<file path="src/rtl/hmmm_core.sv">
// rtl/hmmm_core.sv - parametrised multicycle HMMM-style core with req/ready memory port
module hmmm_core #(
    parameter int DATA_W  = 8,
    parameter int ADDR_W  = 8,
    parameter int NREGS   = 8,
    parameter int INSTR_W = 15
) (
    input  logic               clk,
    input  logic               reset,
    output logic               mem_req,
    output logic               mem_we,
    output logic [ADDR_W-1:0]  mem_adr,
    output logic [DATA_W-1:0]  mem_wdata,
    input  logic [INSTR_W-1:0] mem_rdata,
    input  logic               mem_ready,
    output logic [ADDR_W-1:0]  pc,
    output logic               halted
);

    localparam int RW    = $clog2(NREGS);
    localparam int IMM_W = INSTR_W - 4 - RW;

    localparam logic [3:0] OP_HALT   = 4'h0;
    localparam logic [3:0] OP_SETN   = 4'h1;
    localparam logic [3:0] OP_LOADR  = 4'h2;
    localparam logic [3:0] OP_STORER = 4'h3;
    localparam logic [3:0] OP_ADD    = 4'h4;
    localparam logic [3:0] OP_SUB    = 4'h5;
    localparam logic [3:0] OP_JUMPN  = 4'h8;
    localparam logic [3:0] OP_JUMPR  = 4'h9;
    localparam logic [3:0] OP_JEQZN  = 4'hA;
    localparam logic [3:0] OP_JNEZN  = 4'hB;
    localparam logic [3:0] OP_JGTZN  = 4'hC;
    localparam logic [3:0] OP_JLTZN  = 4'hD;

    typedef enum logic [1:0] {
        S_FETCH,
        S_EXEC,
        S_MEM,
        S_HALT
    } state_t;

    state_t              state;
    logic [ADDR_W-1:0]   pc_q;
    logic [INSTR_W-1:0]  ir;
    logic [DATA_W-1:0]   regs [NREGS];

    logic [3:0]          funct;
    logic [RW-1:0]       rd;
    logic [RW-1:0]       ra1;
    logic [RW-1:0]       ra2;
    logic [IMM_W-1:0]    imm_raw;
    logic [DATA_W-1:0]   imm_ext;
    logic [ADDR_W-1:0]   target;

    logic [RW-1:0]       porta_sel;
    logic [DATA_W-1:0]   porta;
    logic [DATA_W-1:0]   portb;
    logic [ADDR_W-1:0]   adr_a;
    logic [ADDR_W-1:0]   adr_b;

    logic                is_zero;
    logic                is_neg;
    logic                taken;
    logic                wr_en;
    logic [DATA_W-1:0]   wr_data;
    logic [ADDR_W-1:0]   pc_inc;

    assign funct   = ir[3:0];
    assign rd      = ir[RW+3:4];
    assign ra1     = ir[2*RW+3:RW+4];
    assign ra2     = ir[3*RW+3:2*RW+4];
    assign imm_raw = ir[INSTR_W-1:RW+4];
    assign target  = imm_raw[ADDR_W-1:0];
    assign pc_inc  = pc_q + ADDR_W'(1);

    generate
        if (IMM_W >= DATA_W) begin : g_imm_trunc
            assign imm_ext = imm_raw[DATA_W-1:0];
        end else begin : g_imm_sext
            assign imm_ext = {{(DATA_W-IMM_W){imm_raw[IMM_W-1]}}, imm_raw};
        end

        if (DATA_W >= ADDR_W) begin : g_adr_trunc
            assign adr_a = porta[ADDR_W-1:0];
            assign adr_b = portb[ADDR_W-1:0];
        end else begin : g_adr_zext
            assign adr_a = {{(ADDR_W-DATA_W){1'b0}}, porta};
            assign adr_b = {{(ADDR_W-DATA_W){1'b0}}, portb};
        end
    endgenerate

    // Port A serves ra1 for ALU/jumpr and rd for stores and branch tests; port B is always ra2.
    always_comb begin
        porta_sel = rd;
        if (funct == OP_ADD || funct == OP_SUB || funct == OP_JUMPR) begin
            porta_sel = ra1;
        end
    end

    assign porta = regs[porta_sel];
    assign portb = regs[ra2];

    assign is_zero = (porta == '0);
    assign is_neg  = porta[DATA_W-1];

    always_comb begin
        taken = 1'b0;
        case (funct)
            OP_JEQZN: taken = is_zero;
            OP_JNEZN: taken = ~is_zero;
            OP_JGTZN: taken = ~is_neg & ~is_zero;
            OP_JLTZN: taken = is_neg;
            default:  taken = 1'b0;
        endcase
    end

    always_comb begin
        wr_en   = 1'b0;
        wr_data = '0;
        if (state == S_EXEC) begin
            case (funct)
                OP_SETN: begin
                    wr_en   = 1'b1;
                    wr_data = imm_ext;
                end
                OP_ADD: begin
                    wr_en   = 1'b1;
                    wr_data = porta + portb;
                end
                OP_SUB: begin
                    wr_en   = 1'b1;
                    wr_data = porta - portb;
                end
                default: begin
                    wr_en   = 1'b0;
                    wr_data = '0;
                end
            endcase
        end else if (state == S_MEM && mem_ready && funct == OP_LOADR) begin
            wr_en   = 1'b1;
            wr_data = mem_rdata[DATA_W-1:0];
        end
    end

    // r0 is never written, so it holds its reset value of zero forever.
    always_ff @(posedge clk or posedge reset) begin
        if (reset) begin
            for (int i = 0; i < NREGS; i++) begin
                regs[i] <= '0;
            end
        end else if (wr_en && rd != '0) begin
            regs[rd] <= wr_data;
        end
    end

    always_ff @(posedge clk or posedge reset) begin
        if (reset) begin
            state  <= S_FETCH;
            pc_q   <= '0;
            ir     <= '0;
            halted <= 1'b0;
        end else begin
            case (state)
                S_FETCH: begin
                    if (mem_ready) begin
                        ir    <= mem_rdata;
                        state <= S_EXEC;
                    end
                end
                S_EXEC: begin
                    state <= S_FETCH;
                    case (funct)
                        OP_HALT: begin
                            state  <= S_HALT;
                            halted <= 1'b1;
                        end
                        OP_LOADR, OP_STORER: state <= S_MEM;
                        OP_JUMPN: pc_q <= target;
                        OP_JUMPR: pc_q <= adr_a;
                        OP_JEQZN, OP_JNEZN, OP_JGTZN, OP_JLTZN:
                            pc_q <= taken ? target : pc_inc;
                        default: pc_q <= pc_inc;
                    endcase
                end
                S_MEM: begin
                    if (mem_ready) begin
                        pc_q  <= pc_inc;
                        state <= S_FETCH;
                    end
                end
                S_HALT: begin
                    state  <= S_HALT;
                    halted <= 1'b1;
                end
                default: state <= S_FETCH;
            endcase
        end
    end

    // Request is gated by reset so an in-flight access is dropped the moment reset rises.
    assign mem_req   = ~reset & (state == S_FETCH || state == S_MEM);
    assign mem_we    = ~reset & (state == S_MEM) & (funct == OP_STORER);
    assign mem_adr   = (state == S_MEM) ? adr_b : pc_q;
    assign mem_wdata = porta;
    assign pc        = pc_q;

endmodule

</file>
<file path="config.mk">
export PLATFORM = sky130hd
export DESIGN_NAME = hmmm_core
export DESIGN_NICKNAME = d
export VERILOG_FILES = /design/src/rtl/hmmm_core.sv
export SDC_FILE = /design/constraint.sdc
export NUM_CORES = 1
export LEC_CHECK = 0
export ABC_AREA = 1
export ABC_CLOCK_PERIOD_IN_PS = 4250
export BUFFER_PORTS_ARGS = -buffer_cell sky130_fd_sc_hd__buf_4
export CAP_MARGIN = 40
export CORE_MARGIN = 1
export CORE_UTILIZATION = 61
export DETAILED_ROUTE_END_ITERATION = 10
export PLACE_DENSITY_LB_ADDON = 0.25
export SETUP_SLACK_MARGIN = 0.15
export SLEW_MARGIN = 20
export SYNTH_ARGS = -nofsm -noshare
export SYNTH_HDL_FRONTEND = slang
export SYNTH_SLANG_ARGS = --single-unit
</file>
<file path="constraint.sdc">
create_clock -name clk -period 4.25 [get_ports clk]
set_input_delay 0.6375 -clock clk [delete_from_list [all_inputs] [get_ports clk]]
set_output_delay 0.6375 -clock clk [all_outputs]
set_load 0.03 [all_outputs]
</file>
# After elaboration in Yosys (flattened, before gate mapping)
# Index checks and enable logic that the tools add are counted.
[word_totals]
wordCells = 96
inputBits = 18
rom_bits = 0
output_inout_bits = 27
latch_bits = 0
n_memories = 0
ram_bits = 0
regBits = 90
[op_classes]
add_sub_neg = 3
n_eq_ne = 18
n_mux = 28
order_cmp = 4
n_mul = 0
n_bitwise = 10
div_mod_pow = 0
shift = 0
reduce_logical = 21
[op_table]
columns = ["operator", "count"]
rows = [
  ["$mux 8", 10],
  ["$bwmux 64", 1],
  ["$bmux 8 s3", 2],
  ["$pmux 8 s4", 1],
  ["$demux 8 s3", 1],
  ["$eq 4x4->1 const B", 6],
  ["$pmux 8 s3", 1],
  ["$pmux 8 s2", 1],
  ["$ge 4x4->1 const B", 3],
  ["$not 3->4", 3],
  ["$add 8x1->8 const B", 1],
  ["$add 8x8->8", 1],
  ["$eq 4x2->1 const B", 2],
  ["$eq 4x3->1 const B", 2],
  ["$logic_not 8->1", 1],
  ["$pmux 2 s4", 1],
  ["$sub 8x8->8", 1],
  ["$ne 2x2->1 const B", 3],
  ["$reduce_and 2->1", 3],
  ["$reduce_or 3->1", 2],
  ["$and 1x1->1", 4],
  ["$eq 2x2->1 const B", 2],
  ["$eq 4x1->1 const B", 1],
  ["$logic_and 1x1->1", 4],
  ["other kinds (18)", 27],
]

# Longest topological paths before layout
# Gate-level depths: netlist of the first run.
[depth]
ltp_word = 15
ltp_mapped = 31
depth_no_buf = 30

# Least setup slack after synthesis of the first run
# No wires, ideal clock.
[synth_timing]
path_type = "register to register"
start = "reg ir[2]"
end = "reg regs[14] (netlist bit)"
synth_period_minus_slack_ps = 3438
setup_time_ps = 135
path_stages_with_launch = 26
slack_ps = 812
required_ps = 4115
path_buffers = 1
t_arrival_ps = 3303
cell_sequence = "dfrtp_1 nor2_4 nand2_8 nand2_8 nand2_2 o21ai_4 buf_6 nand3_1 nand2_1 nand2_1 nand2_1 inv_1 fa_1 nand2_1 inv_1 o21a_1 nor2_1 nor2_1 nor2_1 nor2_1 nor2_1 xor2_1 nand2_1 a21oi_1 a21oi_1 o21ai_0"
[synth_between]
elab_chain_len = 12
elab_cells_between_ends = 24
cone_classes = "add/sub (2); eq/ne (5); mux (11); bitwise (1); reduce/logical (5)"
[synth_lines]
columns = ["item", "line", "text"]
rows = [
  ["from (decl)", "45", "logic [INSTR_W-1:0] ir;"],
  ["from (signal assigned)", "167", "ir <= mem_rdata;"],
  ["$eq 4x3->1", "96", "if (funct == OP_ADD || funct == OP_SUB || funct == OP_JUMPR) begin"],
  ["$logic_or 1x1->1", "96", ""],
  ["$logic_or 1x1->1 (*)", "96", ""],
  ["$mux 3 (*)", "96", ""],
  ["$not 3->4 (not written as such) (*)", "101", "assign porta = regs[porta_sel];"],
  ["$bmux 8 s3 (*)", "101", ""],
  ["$mux 8 (not written as such) (*) (2 in a row)", "101", ""],
  ["via mem_wdata[1]", "13", "output logic [DATA_W-1:0] mem_wdata,"],
  ["$sub 8x8->8 or $add 8x8->8 (tied branches)", "133, 129", ""],
  ["$pmux 8 s3 (*)", "122", "case (funct)"],
  ["$mux 8 (*)", "121", "if (state == S_EXEC) begin"],
  ["$bwmux 64 (*)", "153", "regs[rd] <= wr_data;"],
  ["to (signal, indexed assignment)", "153", ""],
  ["to (decl)", "46", "logic [DATA_W-1:0] regs [NREGS];"],
]
# Mark *: on every way through the listed nets, which the timed path passes. The rest lies on a longest branch. The select of a mux whose other input is x is not followed.
# A chain may end at the register's enable or synchronous reset.

# Worst setup path after layout of the first run
[layout_timing]
start = "reg ir[0]"
end = "reg regs[46] (netlist bit)"
[layout_between]
elab_chain_len = 12
elab_cells_between_ends = 24
cone_classes = "add/sub (2); eq/ne (5); mux (11); bitwise (1); reduce/logical (5)"
[layout_lines]
columns = ["item", "line"]
rows = [
  ["$eq 4x3->1", "96, 122"],
  ["$logic_or 1x1->1 (2 in a row)", "96"],
  ["$mux 3", "96"],
  ["$not 3->4 (not written as such)", "101"],
  ["$bmux 8 s3", "101"],
  ["$mux 8 (not written as such) (2 in a row)", "101"],
  ["$sub 8x8->8 or $add 8x8->8 (tied branches)", "133, 129"],
  ["$pmux 8 s3", "122"],
  ["$mux 8", "121"],
  ["$bwmux 64", "153"],
]
# Parallel ways exist; a longest one is shown, timed or not. The select of a mux whose other input is x is not followed.

==> flow_summary.toml, run 1 <==
[logic_synthesis]
seq_area_frac_synth = 0.358
yosys_warnings = 0
synth_nets = 931
synth_top_area_cell = "dfrtp_1"
netlist_area_um2 = 6290
yosysUniqueCellTypes = 46
synthFlopType = "dfrtp_1"
synth_top_area_share = 0.358
ys_async_sr_fraction = 1.00
synthCells = 903
synth-edff-count = 0
synth_seq_cells = 90
avgSynthCellArea_um2 = 6.97
yosys-top-cells-area = "dfrtp_1, nand2_1, inv_1, o21ai_0, nand3_1"

[clock_tree]
cts_root_buf = "clkbuf_8"
cts_tree = "done"
cts_buffer_depth = 2
worstSkewPairLatency_ps = 370
numCtsBuffers = 9
htreeDepth = 3
clkTransAtPathRegs_ps = 90
hold_buffers = 0
cts_sinks = 90

[routing]
drc_errors = 0
vias = 6430
drtPass1Iterations = 6
drt_iter0_drc = 630
viasPerCell = 5.90
antenna_left = 0
routed_wl_um = 19600
wl_per_cell_um = 18.0

[power_and_ir_drop]
p_leak_nw = 3.46
switching_power_mw = 0.344
pwr-share-comb = 0.023
power_frac_seq = 0.555
power_mw = 1.54
p_int_mw = 1.20
p_clk_frac = 0.422
switching_share = 0.223
p_per_area_nw_per_um2 = 216
ir_worst_vdd_mv = 0.167

[setup_path]
r2r_cells = 26
cp_slowest_stage_delay_ps = 430
crit_slowest_cell = "dfrtp_1"
cp.arrival_ps = 4100
reg2reg_from = "ir[0]"
required_ps = 4530
critPathLaunchType = "flop"
r2r_setup_slack_ps = 430
worst-path-max-fanout = 12
crit_path_frequent_cell = "nor2_1"
rr_endpoint = "regs[46]"
worstSetupEndpointType = "flop"
crit_type = "flop to flop"

[placed_design]
routabilityCongestion = 0.994
dp_cells = 1061
io_buffer_count = 44
hpwlAfterDp_um = 14200

[sta]
setup_viol = 0
final.setup_skew_ps = 14.9
fin_tns_setup_ps = 0
maxClockFrequency_ghz = 0.262
slew_headroom = 0.476
post-route-period-util = 0.899
rsz0062_at_grt = "true"
timing.final.hold_violations = 0
slew_viol_final = 0
tightest_slew_ps = 782
layout_min_cycle_time_ps = 3820

[layout]
nets = 981
n_fill_cell = 805
n_antenna_cell = 0
layout-drive-gt1-share = 0.155
fin_util = 0.724
area.growth.synth_to_final_pct = 13.5
final_cells = 1090

[job]
maxCapViolations = 0

[grt]
grt_pass1_vias = 5922
grt_pass1_wl_um = 31600
antenna_found_initial = 0
grt_start_max_net_pins = 40
grt_use_total = 0.375
grt_overflow = 0

[floorplan]
io-pin-count = 45
initial_core_util = 0.638
core_um2 = 9860
dieArea_um2 = 10700
dieWidth_um = 104
dieHeight_um = 104
rows = 36

[hold_path]
hold_path.class = "input port to async pin"

[status]
status = "finished clean"
## power by group through the flow
| stage | clock, mW | combinational, mW | sequential [mW] |
|---|---|---|---|
| 4_1_cts | 0.651 | 0.0364 | 0.855 |
| 3_5_place_dp | 0 | 0.0359 | 0.873 |
| 3_3_place_gp | 0 | 0.0347 | 0.873 |
| 2_1_floorplan | 0 | 0.0137 | 0.873 |
| 6_report | 0.652 | 0.0356 | 0.855 |
| 5_1_grt | 0.681 | 0.0394 | 0.856 |
## timing repair
action | 4_1_cts | 5_1_grt
cloned | 0 | 2
buffers inserted | 0 | 11
endpoints found under the setup margin | 2 | 25
gates resized for setup | 1 | 13
pin swaps | 0 | 10
## area by class of cell
cell class | instances | area [um2] | share of cell area
Clock buffer | 11 | 131 | 0.0184
Clock inverter | 4 | 77.6 | 0.0109
Inverter | 145 | 546 | 0.0764
Multi-Input combinational cell | 630 | 3350 | 0.470
Sequential cell | 90 | 2260 | 0.316
Tap cell | 133 | 166 | 0.0233
Timing Repair Buffer | 77 | 611 | 0.0855
## cell usage after synthesis, types with 2 or more instances
cell type / instances
nor2_4: 2
nand2_8: 4
o21ai_1: 14
o211ai_1: 3
ha_1: 9
nand3b_1: 2
a21oi_1: 52
buf_1: 2
a31oi_1: 2
o21ai_4: 3
nor2_1: 49
nor4_2: 2
nand2_4: 7
nand3_4: 4
nand2_1: 235
buf_6: 6
o221ai_1: 6
xor2_1: 12
buf_2: 7
a22oi_1: 4
or2_2: 3
nand3_1: 85
clkbuf_1: 25
nand4_1: 8
nand3_2: 2
dfrtp_1: 90
nand2_2: 7
inv_1: 137
o21ai_0: 94
o22ai_1: 3
nor3_1: 2
inv_2: 7
nor2_8: 2
## through the flow
stage	setup WS (ps)	instance area, um2	hold slack [ps]
6_report	428	7140	244
5_1_grt	120	7140	255
4_1_cts	287	6960	253
3_5_place_dp	166	6750	388
3_3_place_gp	302	6750	381
2_1_floorplan	812	6290	445
## kinds of logic (layout without fill, tap and decap cells)
group | count (synthesis) | in the layout | synth area share
simple gates | 418 | 420 | 0.319
flops | 90 | 90 | 0.358
mux | 1 | 1 | 0.00179
xor+xnor | 13 | 13 | 0.0181
buf+inv | 185 | 237 | 0.119
compound gates | 186 | 186 | 0.163
fa+ha+maj | 10 | 10 | 0.0211
## flip-flops by register name (all words and copies together), names as in the netlist
name / count
halted: 1
ir: 15
pc: 8
regs: 64
state: 2
## worst max-delay path: cells and delay by family, from the launching register on
family / cells / cell delay [ps]
simple gates: 13 / 1370
fa+ha+maj: 2 / 530
xor+xnor: 1 / 150
buf+inv: 5 / 520
flops: 1 / 430
compound gates: 5 / 720
## layout by cell type (no fill, tap or decap), drive strengths merged, types with 2 or more instances in the layout
cell	count
a21oi	52
a22oi	4
a31oi	2
buf	77
bufinv	2
clkbuf	11
clkinv	4
dfrtp	90
ha	9
inv	143
nand2	255
nand3	91
nand3b	2
nand4	8
nor2	54
nor3	3
nor4	4
o211ai	3
o21ai	112
o221ai	6
o22ai	3
or2	3
xor2	12
## worst max path at each step
stage	startpoint	to	cells past startpoint
2_1_floorplan	ir[2]	regs[14]	25
3_3_place_gp	ir[2]	regs[46]	25
3_5_place_dp	ir[2]	regs[46]	25
4_1_cts	ir[2]	regs[14]	25
5_1_grt	ir[0]	regs[54]	26
6_report	ir[0]	regs[46]	26
## per-layer routing
layer,GRT usage,share of wire
met2,0.551,0.44
met1,0.541,0.41
met4,0.152,0.034
met5,0,0
met3,0.0749,0.12
Note: power is estimated with default switching activity, not from simulation.
==> run 2, diff against run 1 <==
--- a/config.mk
+++ b/config.mk
@@ -13,6 +13,7 @@
 export CORE_UTILIZATION = 61
 export DETAILED_ROUTE_END_ITERATION = 10
 export PLACE_DENSITY_LB_ADDON = 0.25
+export RECOVER_POWER = 100
 export SETUP_SLACK_MARGIN = 0.15
 export SLEW_MARGIN = 20
 export SYNTH_ARGS = -nofsm -noshare
==> flow_summary.toml, run 2 (synthesis results as in run 1) <==
[layout]
largest_register = "regs"
largest_reg_flops = 64
nets = 981
final_common_cell = "nand2_1"
mostFrequentLayoutCells = "nand2_1, inv_1, o21ai_0, dfrtp_1, nand3_1"
area.growth.synth_to_final_pct = 11.0
n_fill_cell = 854
layout-drive-gt1-share = 0.116
n_antenna_cell = 0

[power_and_ir_drop]
switching_power_mw = 0.340
p_leak_nw = 3.34
p_int_mw = 1.20
ir_worst_vdd_mv = 0.167
pwr-share-comb = 0.022
p_per_area_nw_per_um2 = 220
p_clk_frac = 0.421
power_frac_seq = 0.557
switching_share = 0.221

[grt]
grt_overflow = 0
grt_pass1_wl_um = 31600
antenna_found_initial = 0
grt_start_max_net_pins = 40
grt_use_total = 0.375
grt_pass1_vias = 5922

[sta]
tightest_slew_ps = 2240
setup_slack_ps = 405
maxClockFrequency_ghz = 0.260
slew_viol_final = 73
slew_headroom = -0.495
timing.final.hold_violations = 0
fin_tns_setup_ps = 0
post-route-period-util = 0.905
layout_min_cycle_time_ps = 3850
final.setup_skew_ps = 14.8
rsz0062_at_grt = "true"
setup_viol = 0

[setup_path]
worst-path-max-fanout = 15
critPathLaunchType = "flop"
worstSetupEndpointType = "flop"
crit_type = "flop to flop"
required_ps = 4520
cp.arrival_ps = 4120

[clock_tree]
clkTransAtPathRegs_ps = 90
htreeDepth = 3
cts_buffer_depth = 2
numCtsBuffers = 9
worstSkewPairLatency_ps = 370
cts_tree = "done"
hold_buffers = 0
cts_root_buf = "clkbuf_8"
cts_sinks = 90

[routing]
vias = 6456
drt-met1-wl_um = 8170
wl_met3_um = 2260
top_layer_used = "met4"
wl_met2_um = 8650
routed_wl_um = 19700
wl_per_cell_um = 18.1
drc_errors = 0
antenna_left = 0
drtPass1Iterations = 8
drt_iter0_drc = 686
viasPerCell = 5.92

[status]
violations = "capacitance limit, slew limit"
status = "finished with violations"

[floorplan]
core_um2 = 9860
initial_core_util = 0.638
dieWidth_um = 104
io-pin-count = 45
dieHeight_um = 104
rows = 36
dieArea_um2 = 10700

[placed_design]
routabilityCongestion = 0.994
place_ws_ps = 166
io_buffer_count = 44
hpwlAfterDp_um = 14200

[job]
maxCapViolations = 2

[hold_path]
hold_path.class = "flop to flop"
==> run 2: cell types whose count changed in the layout (fill, tap and decap cells not counted), moves of 2 or more <==
cell      change
nand3_1       +2
nand2_1       +3
inv_1         +2
buf_4        -27
nand3_4       -2
clkbuf_1     +28
o21ai_1       -9
o21ai_0       +9
inv_2         -2
nand2_2       -3
==> run 2: what timing repair did <==
action | CTS | global route
endpoints found under the setup margin | 2 | 25
pin swaps | 0 | 10
gates cloned | 0 | 2
resized for setup | 1 | 13
buffers inserted | 0 | 11
endpoints found under the hold margin | 0 | 0
==> run 2: through the flow <==
stage                     area (um2)  hold slack, ps  std cells  utilization  power (mW)
final                           6980             409       1090        0.708        1.54
after global routing            6980             419       1090        0.708        1.57
after CTS                       6960             253       1076        0.705        1.54
after detailed placement        6750             388       1061        0.684       0.908
after global placement          6750             381       1061        0.684       0.907
after floorplan                 6290             445        903            -       0.886
==> run 2: area by class of cell <==
| cell class | instances | area (um2) | area share |
|---|---|---|---|
| multi-input combinational | 630 | 3310 | 0.474 |
| sequential | 90 | 2250 | 0.323 |
| inverter | 145 | 546 | 0.0781 |
| timing repair buffer | 77 | 498 | 0.0713 |
| tap | 133 | 166 | 0.0238 |
| clock buffer | 11 | 131 | 0.0188 |
| clock inverter | 4 | 77.6 | 0.0111 |
==> run 2: critical path, stage by stage, from the launching register on <==
cell and delay [ps]:
dfrtp_1 540, nand3_4 240, nand2_8 200, nand2_1 110
o21ai_4 80, buf_12 170, nand3_1 80, nand2_1 60
nand2_1 50, nand2_1 140, inv_1 150, fa_1 460
nand2_1 70, inv_1 50, o21a_1 160, nor2_1 120
nor2_1 70, nor2_1 90, nor2_1 50, nor2_1 110
xor2_1 160, nand2_1 110, a21oi_2 190, a21oi_2 100
o21ai_0 180
==> run 2: path summary, 6_finish.rpt <==
path                          start        to  slack, ps  cells past startpoint
hold / removal             regs[62]  regs[62]        410                      0
setup / recovery              ir[2]  regs[46]        400                     24
max in group asynchronous     reset  regs[16]       1240                      3
hold reg to reg            regs[62]  regs[62]        410                      0
min in group asynchronous     reset     pc[7]        450                      2
setup reg to reg              ir[2]  regs[46]        400                     24
==> run 2: power groups by stage <==
stage	clock (mW)	combinational [mW]	sequential, mW
after floorplan	0	0.0137	0.873
after global placement	0	0.0347	0.873
after detailed placement	0	0.0359	0.873
after CTS	0.651	0.0364	0.855
after global routing	0.681	0.0380	0.856
final	0.647	0.0342	0.856
==> run 2: routing by layer <==
layer / global-route usage / up-vias
met1: 0.541 / 2989
met4: 0.152 / 0
met2: 0.551 / 416
met5: 0 / -
met3: 0.0749 / 54
li1: - / 2997
==> run 3, diff against run 2 <==
--- a/config.mk
+++ b/config.mk
@@ -9,7 +9,7 @@
 export ABC_CLOCK_PERIOD_IN_PS = 4250
 export BUFFER_PORTS_ARGS = -buffer_cell sky130_fd_sc_hd__buf_4
 export CAP_MARGIN = 40
-export CORE_MARGIN = 1
+export CORE_MARGIN = 3
 export CORE_UTILIZATION = 61
 export DETAILED_ROUTE_END_ITERATION = 10
 export PLACE_DENSITY_LB_ADDON = 0.25
==> flow_summary.toml, run 3 (synthesis results as in run 1) <==
[setup_path]
worst-path-max-fanout = 7
worstSetupEndpointType = "flop"
critPathLaunchType = "flop"
required_ps = 4510
crit_type = "flop to flop"
cp.arrival_ps = 4020

[hold_path]
hold_path.class = "flop to flop"

[layout]
mostFrequentLayoutCells = "nand2_1, inv_1, o21ai_0, dfrtp_1, nand3_1"
nets = 990
final_common_cell = "nand2_1"
final_area_um2 = 7030
largest_register = "regs"
largest_reg_flops = 64
n_antenna_cell = 0
layout-drive-gt1-share = 0.128
area.growth.synth_to_final_pct = 11.7

[routing]
top_layer_used = "met4"
viasPerCell = 5.76
wl_met2_um = 8590
drc_errors = 0
vias = 6336
drt-met1-wl_um = 8450
antenna_left = 0
routed_wl_um = 19500
drtPass1Iterations = 8
wl_met3_um = 1890
wl_per_cell_um = 17.7
drt_iter0_drc = 600

[sta]
layout_min_cycle_time_ps = 3760
slew_headroom = -0.389
rsz0062_at_grt = "false"
slew_viol_final = 71
maxClockFrequency_ghz = 0.266
timing.final.hold_violations = 0
final.setup_skew_ps = 13.3
post-route-period-util = 0.885
tightest_slew_ps = 2080
fin_tns_setup_ps = 0
setup_viol = 0

[grt]
grt_overflow = 0
grt_pass1_vias = 5782
grt_use_total = 0.338
grt_start_max_net_pins = 40
antenna_found_initial = 0
grt_pass1_wl_um = 30300

[clock_tree]
clkTransAtPathRegs_ps = 100
hold_buffers = 0
cts_tree = "done"
worstSkewPairLatency_ps = 370
numCtsBuffers = 9
cts_root_buf = "clkbuf_8"
cts_sinks = 90
cts_buffer_depth = 2
htreeDepth = 3

[placed_design]
post_dp_cell_area_um2 = 6750
io_buffer_count = 44
routabilityCongestion = 0.969
hpwlAfterDp_um = 14000

[power_and_ir_drop]
switching_power_mw = 0.353
ir_worst_vdd_mv = 0.150
power_frac_seq = 0.589
p_leak_nw = 3.36
p_int_mw = 1.10
p_clk_frac = 0.388
switching_share = 0.243
p_per_area_nw_per_um2 = 206
pwr-share-comb = 0.023

[status]
violations = "capacitance limit, slew limit"
status = "finished with violations"

[floorplan]
dieHeight_um = 108
dieWidth_um = 108
core_um2 = 9910
dieArea_um2 = 11600
rows = 36
initial_core_util = 0.635
io-pin-count = 45

[job]
maxCapViolations = 2
==> run 3: cell count changes in the layout (fill, tap and decap cells not counted), sizes merged, moves of 2 or more <==
cell,before,now
buf,49,52
clkbuf,39,43
bufinv,2,0
clkinvlp,1,5
clkinv,3,1
==> run 3: timing repair <==
item,CTS,global route
resized for setup,0,22
buffers inserted,0,17
setup endpoints to repair,0,20
==> run 3: per-layer routing <==
layer / GRT usage / vias up
met3: 0.0816 / 45
met2: 0.509 / 329
met4: 0.114 / 0
met1: 0.479 / 2938
met5: 0 / -
li1: - / 3024
==> run 3: layout make-up <==
cell class	count	area, um2
tap	133	166
clock buffer	11	141
multi-input combinational	632	3360
fill	881	2880
timing repair buffer	84	518
inverter	145	553
sequential	90	2250
clock inverter	5	37.5
==> run 3: worst max-delay path: stages, from the launching register on <==
cell and delay [ps]:
dfrtp_1 440, clkinvlp_4 210, clkbuf_1 170, nor2_1 160, o21ai_0 120, nand2_1 90
nand2_1 70, inv_1 130, ha_1 200, nor2_1 60, xor2_1 170, ha_1 330
a21oi_1 160, nand2_1 100, nand2_1 80, nand2_1 60, a21oi_1 160, nor2_1 80
nor2_1 100, o21bai_1 90, nand3_1 90, nand2_1 70, nor2_1 80, nor2_1 40
nand2_1 90, nand2_2 110, nand3_1 90, nand2_1 70
==> run 3: power by group through the flow <==
stage / Sequential, mW / Clock (mW) / Combinational, mW
floorplan: 0.873 / 0 / 0.0137
global placement: 0.873 / 0 / 0.0340
detailed placement: 0.873 / 0 / 0.0352
CTS: 0.856 / 0.566 / 0.0353
global route: 0.856 / 0.601 / 0.0372
finish: 0.856 / 0.563 / 0.0327
==> run 3: through the flow <==
stage / utilization / setup WS (ps) / instances / hold WS [ps] / total power [mW]
CTS: 0.699 / 221 / 1078 / 261 / 1.46
detailed placement: 0.681 / 231 / 1062 / 390 / 0.908
global route: 0.710 / 91.1 / 1100 / 425 / 1.49
floorplan: - / 812 / 903 / 445 / 0.886
finish: 0.710 / 490 / 1100 / 410 / 1.45
global placement: 0.681 / 352 / 1061 / 387 / 0.907
==> run 3: final timing paths <==
kind / from / endpoint / slack (ps) / cells after the start
min in group asynchronous: reset / regs[10] / 480 / 2
max reg2reg: ir[10] / regs[7] / 490 / 27
max: ir[10] / regs[7] / 490 / 27
max in group asynchronous: reset / regs[62] / 1360 / 3
min reg2reg: regs[58] / regs[58] / 410 / 0
min: regs[58] / regs[58] / 410 / 0
